`config.mk`:
```
export PLATFORM = sky130hd
export DESIGN_NAME = stencil_read_streamer
export DESIGN_NICKNAME = d
export VERILOG_FILES = /design/src/rtl/stencil_read_streamer.sv
export SDC_FILE = /design/constraint.sdc
export NUM_CORES = 1
export LEC_CHECK = 0
export ABC_AREA = 0
export CORE_UTILIZATION = 45
export DETAILED_ROUTE_END_ITERATION = 8
export PLACE_DENSITY = 0.7
export SLEW_MARGIN = 20
export SYNTH_ARGS = -nofsm -noshare
export SYNTH_HDL_FRONTEND = slang
export SYNTH_SLANG_ARGS = --single-unit
export TNS_END_PERCENT = 30
```
`constraint.sdc`:
```
create_clock -name clk -period 2.7 [get_ports clk]
set_input_delay 0.27 -clock clk [delete_from_list [all_inputs] [get_ports clk]]
set_output_delay 0.27 -clock clk [all_outputs]
set_load 0.005 [all_outputs]
```
`src/rtl/stencil_read_streamer.sv`:
```
// Stencil-to-host read streamer: buffers stencil result words in a small FIFO and
// presents them as one FRAME_LEN-word frame per host open. Optional STREAM_ERRCNT_EN adds err_cnt.
module stencil_read_streamer #(
    parameter int unsigned DEPTH_LOG2 = 4,
    parameter int unsigned FRAME_LEN  = 64
) (
    input  logic        clk,
    input  logic        rst,
    input  logic        io_out_wr_en,
    input  logic [31:0] io_out_data,
    output logic        io_out_full,
    input  logic        user_r_rden,
    output logic        user_r_empty,
    output logic [31:0] user_r_data,
    output logic        user_r_eof,
    input  logic        user_r_open
`ifdef STREAM_ERRCNT_EN
    ,
    output logic [15:0] err_cnt
`endif
);

    localparam int unsigned          DEPTH      = 1 << DEPTH_LOG2;
    localparam logic [DEPTH_LOG2:0]  LEVEL_FULL = (DEPTH_LOG2 + 1)'(DEPTH);
    localparam logic [15:0]          FRAME_END  = 16'(FRAME_LEN);

    typedef enum logic [1:0] {
        ST_IDLE,
        ST_STREAM,
        ST_DONE
    } state_t;

    state_t                state;
    state_t                state_next;

    logic [31:0]           mem [DEPTH];
    logic [DEPTH_LOG2-1:0] wr_ptr;
    logic [DEPTH_LOG2-1:0] rd_ptr;
    logic [DEPTH_LOG2:0]   level;
    logic [15:0]           words_read;

    logic                  full_int;
    logic                  empty_int;
    logic                  eof_int;
    logic                  wr_accept;
    logic                  rd_accept;
    logic                  flush;

    always_ff @(posedge clk or posedge rst) begin
        if (rst) begin
            state <= ST_IDLE;
        end else begin
            state <= state_next;
        end
    end

    always_comb begin
        state_next = state;
        full_int   = 1'b1;
        empty_int  = 1'b1;
        eof_int    = 1'b0;
        case (state)
            ST_IDLE: begin
                if (user_r_open) begin
                    state_next = ST_STREAM;
                end
            end
            ST_STREAM: begin
                full_int  = (level == LEVEL_FULL);
                empty_int = !((level != '0) && (words_read < FRAME_END));
                // DONE is entered one cycle after the last read, once words_read has caught up
                if (!user_r_open) begin
                    state_next = ST_IDLE;
                end else if (words_read >= FRAME_END) begin
                    state_next = ST_DONE;
                end
            end
            ST_DONE: begin
                eof_int = 1'b1;
                if (!user_r_open) begin
                    state_next = ST_IDLE;
                end
            end
            default: begin
                state_next = ST_IDLE;
            end
        endcase
    end

    assign wr_accept = io_out_wr_en && !full_int;
    assign rd_accept = user_r_rden && !empty_int;
    // Any edge that lands in IDLE discards buffered words, including leftovers from DONE
    assign flush     = (state_next == ST_IDLE);

    always_ff @(posedge clk) begin
        if (wr_accept) begin
            mem[wr_ptr] <= io_out_data;
        end
    end

    always_ff @(posedge clk or posedge rst) begin
        if (rst) begin
            wr_ptr     <= '0;
            rd_ptr     <= '0;
            level      <= '0;
            words_read <= '0;
        end else if (flush) begin
            wr_ptr     <= '0;
            rd_ptr     <= '0;
            level      <= '0;
            words_read <= '0;
        end else begin
            if (wr_accept) begin
                wr_ptr <= wr_ptr + 1'b1;
            end
            if (rd_accept) begin
                rd_ptr <= rd_ptr + 1'b1;
            end
            case ({wr_accept, rd_accept})
                2'b10:   level <= level + 1'b1;
                2'b01:   level <= level - 1'b1;
                default: level <= level;
            endcase
            if (rd_accept && (words_read < FRAME_END)) begin
                words_read <= words_read + 16'd1;
            end
        end
    end

    always_ff @(posedge clk or posedge rst) begin
        if (rst) begin
            user_r_data <= '0;
        end else if (rd_accept) begin
            user_r_data <= mem[rd_ptr];
        end
    end

    assign io_out_full  = full_int;
    assign user_r_empty = empty_int;
    assign user_r_eof   = eof_int;

`ifdef STREAM_ERRCNT_EN
    always_ff @(posedge clk or posedge rst) begin
        if (rst) begin
            err_cnt <= '0;
        end else if (io_out_wr_en && full_int && (err_cnt != 16'hFFFF)) begin
            err_cnt <= err_cnt + 16'd1;
        end
    end
`endif

endmodule

```
==> reports/results.tsv <==
metric	value	unit
grt_usage	18.7	%
min_period_over_period	99.9	%
worstPathRequired	2920	ps
critPathKind	reg2reg	
via_count	10600	
grt_setup_unrepaired	yes	
slowest_stage	and2_2	
worst_slew_pin_slew	1090	ps
clock_power_share	39.7	%
max_stage_delay	920	ps
dpl.hpwl	25.3	mm
numCtsBuffers	56	
p_per_area	775	nW/um^2
cts-root-buf	clkbuf_16	
synth-seq-cells	575	
status	complete, no violations	
synth_flop_cell	edfxtp_1	
max-slew-margin-rel	27.3	%
cts.hold.buffers_added	0	
end_kind	flip-flop	
path_cells	and2b_1 -> o211ai_4 -> nor3b_1 -> and2_2	
r2r_setup_slack	3	ps
ir_drop	0.395	mV
yosysSeqAreaShare	76.8	%
syn_area_per_cell	21.3	um^2
p_comb_share	9.3	%
drt_first_iter_violations	846	
reg2reg_to	mem[9][12]$_DFFE_PP_	
use_met1	26.4	%
power_switching	4.19	mW
p_leak	8.33	nW
drc	0	
clkSlewWorstSetupHoldPaths	60	ps
routed_wirelength	44.9	mm
path_delay_family	simple AND/OR/NAND/NOR gates	
grt_max_degree	67	
dieArea	50000	um^2
drt_pass1_iterations	5	
slew_violations	0	
p_seq_share	51.0	%
drtAntennaViolNets	0	
clock_skew	15.5	ps
period_minus_slack	2700	ps
wire_per_inst	24.7	um
worst-path-buf-inv	0	
cts.path.max_buffers	3	
cap_viol_max_count	0	
ys_warn_count	0	
synth_nets	1084	
ys_types	51	
crit_path_start_kind	flip-flop	
p_int	15.8	mW
syn_area	22100	um^2
dp_cells	1712	
fin_cells	1820	
fmax	0.371	GHz
hold_viol	0	
async_reset_ff_share	11.0	%
htreeDepth	2	
reg2reg_depth	4	
cts_tree	yes	
drive_above_1_share	24.8	%
crit_fanout	32	
core	48000	um^2
grt_pass1_wl	69.4	mm
gr-usage-met3	3.71	%
ios	72	
setup_viol	0	
routabilityCongestion	0.739	
overflow	0	
initial_core_util	46.0	%
area_growth	16.5	%
worstPathArrival	2910	ps
num_rows	80	
regToRegStartpoint	state[1]$_DFF_PP0_	
io_buffers	71	
gr-usage-met2	29.9	%
busiest_layer	met2	
die_width	224	um
final_util	53.5	%
viasPerCell	5.80	
antenna_found_initial	1	
clk_latency	600	ps
die_h	224	um
swShare	21.0	%
layout.nets	1204	
cts_num_sinks	575	
final_common_cell	edfxtp_1	
synth_edf_count	512	
startpoint	state[1]$_DFF_PP0_	
grt_pass1_vias	11200	
hold_class	in2async	
syn-instance-count	1036	
final_cell_mix	edfxtp_1, mux4_2, clkdlybuf4s50_1	
## registers in the layout, indices dropped and copies added, names as in the netlist
register	flops
rd_ptr	4
words_read	16
mem	512
user_r_data	32
wr_ptr	4
state	2
level	5
## worst reg2reg max path, delay by kind of cell, from the launching register on
| kind | cells | cell delay, ps |
|---|---|---|
| DFF | 1 | 390 |
| AOI/OAI and AO/OA | 1 | 190 |
| and+or+nand+nor | 3 | 1740 |
## layer usage
layer | wire [um] | vias up
met4 | 971 | 0
li1 | - | 4546
met5 | 0 | -
met1 | 19500 | 5619
met3 | 2560 | 74
met2 | 21800 | 322
## how the worst max path moves through the flow
stage | endpoint | slack, ps | cells past startpoint
floorplan | level[4]$_DFFE_PP0P_ | 70 | 11
global placement | level[4]$_DFFE_PP0P_ | 60 | 11
detailed placement | mem[9][11]$_DFFE_PP_ | 2 | 4
CTS | mem[8][12]$_DFFE_PP_ | -8 | 4
global route | mem[8][12]$_DFFE_PP_ | -160 | 4
finish | mem[9][12]$_DFFE_PP_ | 3 | 4
## metrics by stage
| stage | hold slack, ps | cell area, um^2 | power, mW | setup TNS, ps | worst slack, ps |
|---|---|---|---|---|---|
| 3_3_place_gp | 461 | 23800 | 12.2 | 0 | 64.7 |
| 6_report | 210 | 25700 | 19.9 | 0 | 2.56 |
| 4_1_cts | 224 | 25700 | 20.1 | -68.7 | -7.90 |
| 5_1_grt | 275 | 25700 | 20.7 | -9420 | -156 |
| 3_5_place_dp | 469 | 23800 | 12.2 | 0 | 2.17 |
| 2_1_floorplan | 369 | 22100 | 11.3 | 0 | 70.7 |
## cell type report
cell class / count / area [um^2]
Tap cell: 615 / 769
Sequential cell: 575 / 17000
Clock buffer: 85 / 1620
Antenna cell: 1 / 2.50
Fill cell: 3600 / 22300
Timing Repair Buffer: 119 / 1260
Clock inverter: 21 / 270
Inverter: 9 / 41.3
Multi-Input combinational cell: 395 / 4800
## logic make-up (layout without fill, tap and decap cells)
| logic type | count (synthesis) | count (layout) | share of synthesized area (%) |
|---|---|---|---|
| AOI/OAI and AO/OA | 121 | 121 | 4.25 |
| xor gates and xnor gates | 13 | 13 | 0.516 |
| adders and majority gates | 11 | 11 | 0.657 |
| buffers and inverters | 66 | 234 | 1.86 |
| DFF | 575 | 575 | 76.8 |
| muxes | 129 | 129 | 13.1 |
| other | 0 | 1 | 0 |
| and+or+nand+nor | 121 | 121 | 2.85 |
## power groups by stage
stage          logic, mW  clock network, mW  registers [mW]
3_5_place_dp        1.87                  0            10.4
5_1_grt             2.02               8.44            10.2
3_3_place_gp        1.83                  0            10.4
6_report            1.85               7.92            10.2
4_1_cts             1.89               8.06            10.2
2_1_floorplan      0.943                  0            10.4
## cells in the mapped netlist, types with 2 or more instances
cell	count	area, um^2
nor2_1	14	52.6
dfrtp_1	63	1580
buf_12	5	100
clkbuf_2	2	10.0
nand2b_1	2	12.5
ha_1	10	125
edfxtp_1	512	15400
o21ai_1	31	155
inv_1	8	30.0
xnor2_1	9	78.8
and4_1	5	43.8
and3_1	10	62.6
xor2_1	4	35.0
clkbuf_1	26	97.6
buf_1	4	15.0
o21ai_2	2	17.5
mux4_2	128	2880
o21ai_0	4	20.0
nor2b_1	5	31.3
nor3_1	5	25.0
o211ai_1	2	15.0
o21a_1	3	22.5
nand3_1	6	30.0
nand2_1	47	176
a221oi_1	31	272
and2_1	14	87.6
o31ai_1	2	15.0
buf_2	11	55.1
a21oi_1	6	30.0
nor4_1	4	25.0
nand4_1	2	12.5
o211ai_4	2	42.5
buf_6	8	90.1
a22o_1	32	280
## repair_timing
action / 4_1_cts / 5_1_grt
gates resized for setup: 3 / 5
endpoints found under the setup margin: 2 / 68
setup buffers: 1 / 0
pin swaps: 1 / 3
No activity file was read; power rests on OpenSTA's default activity.
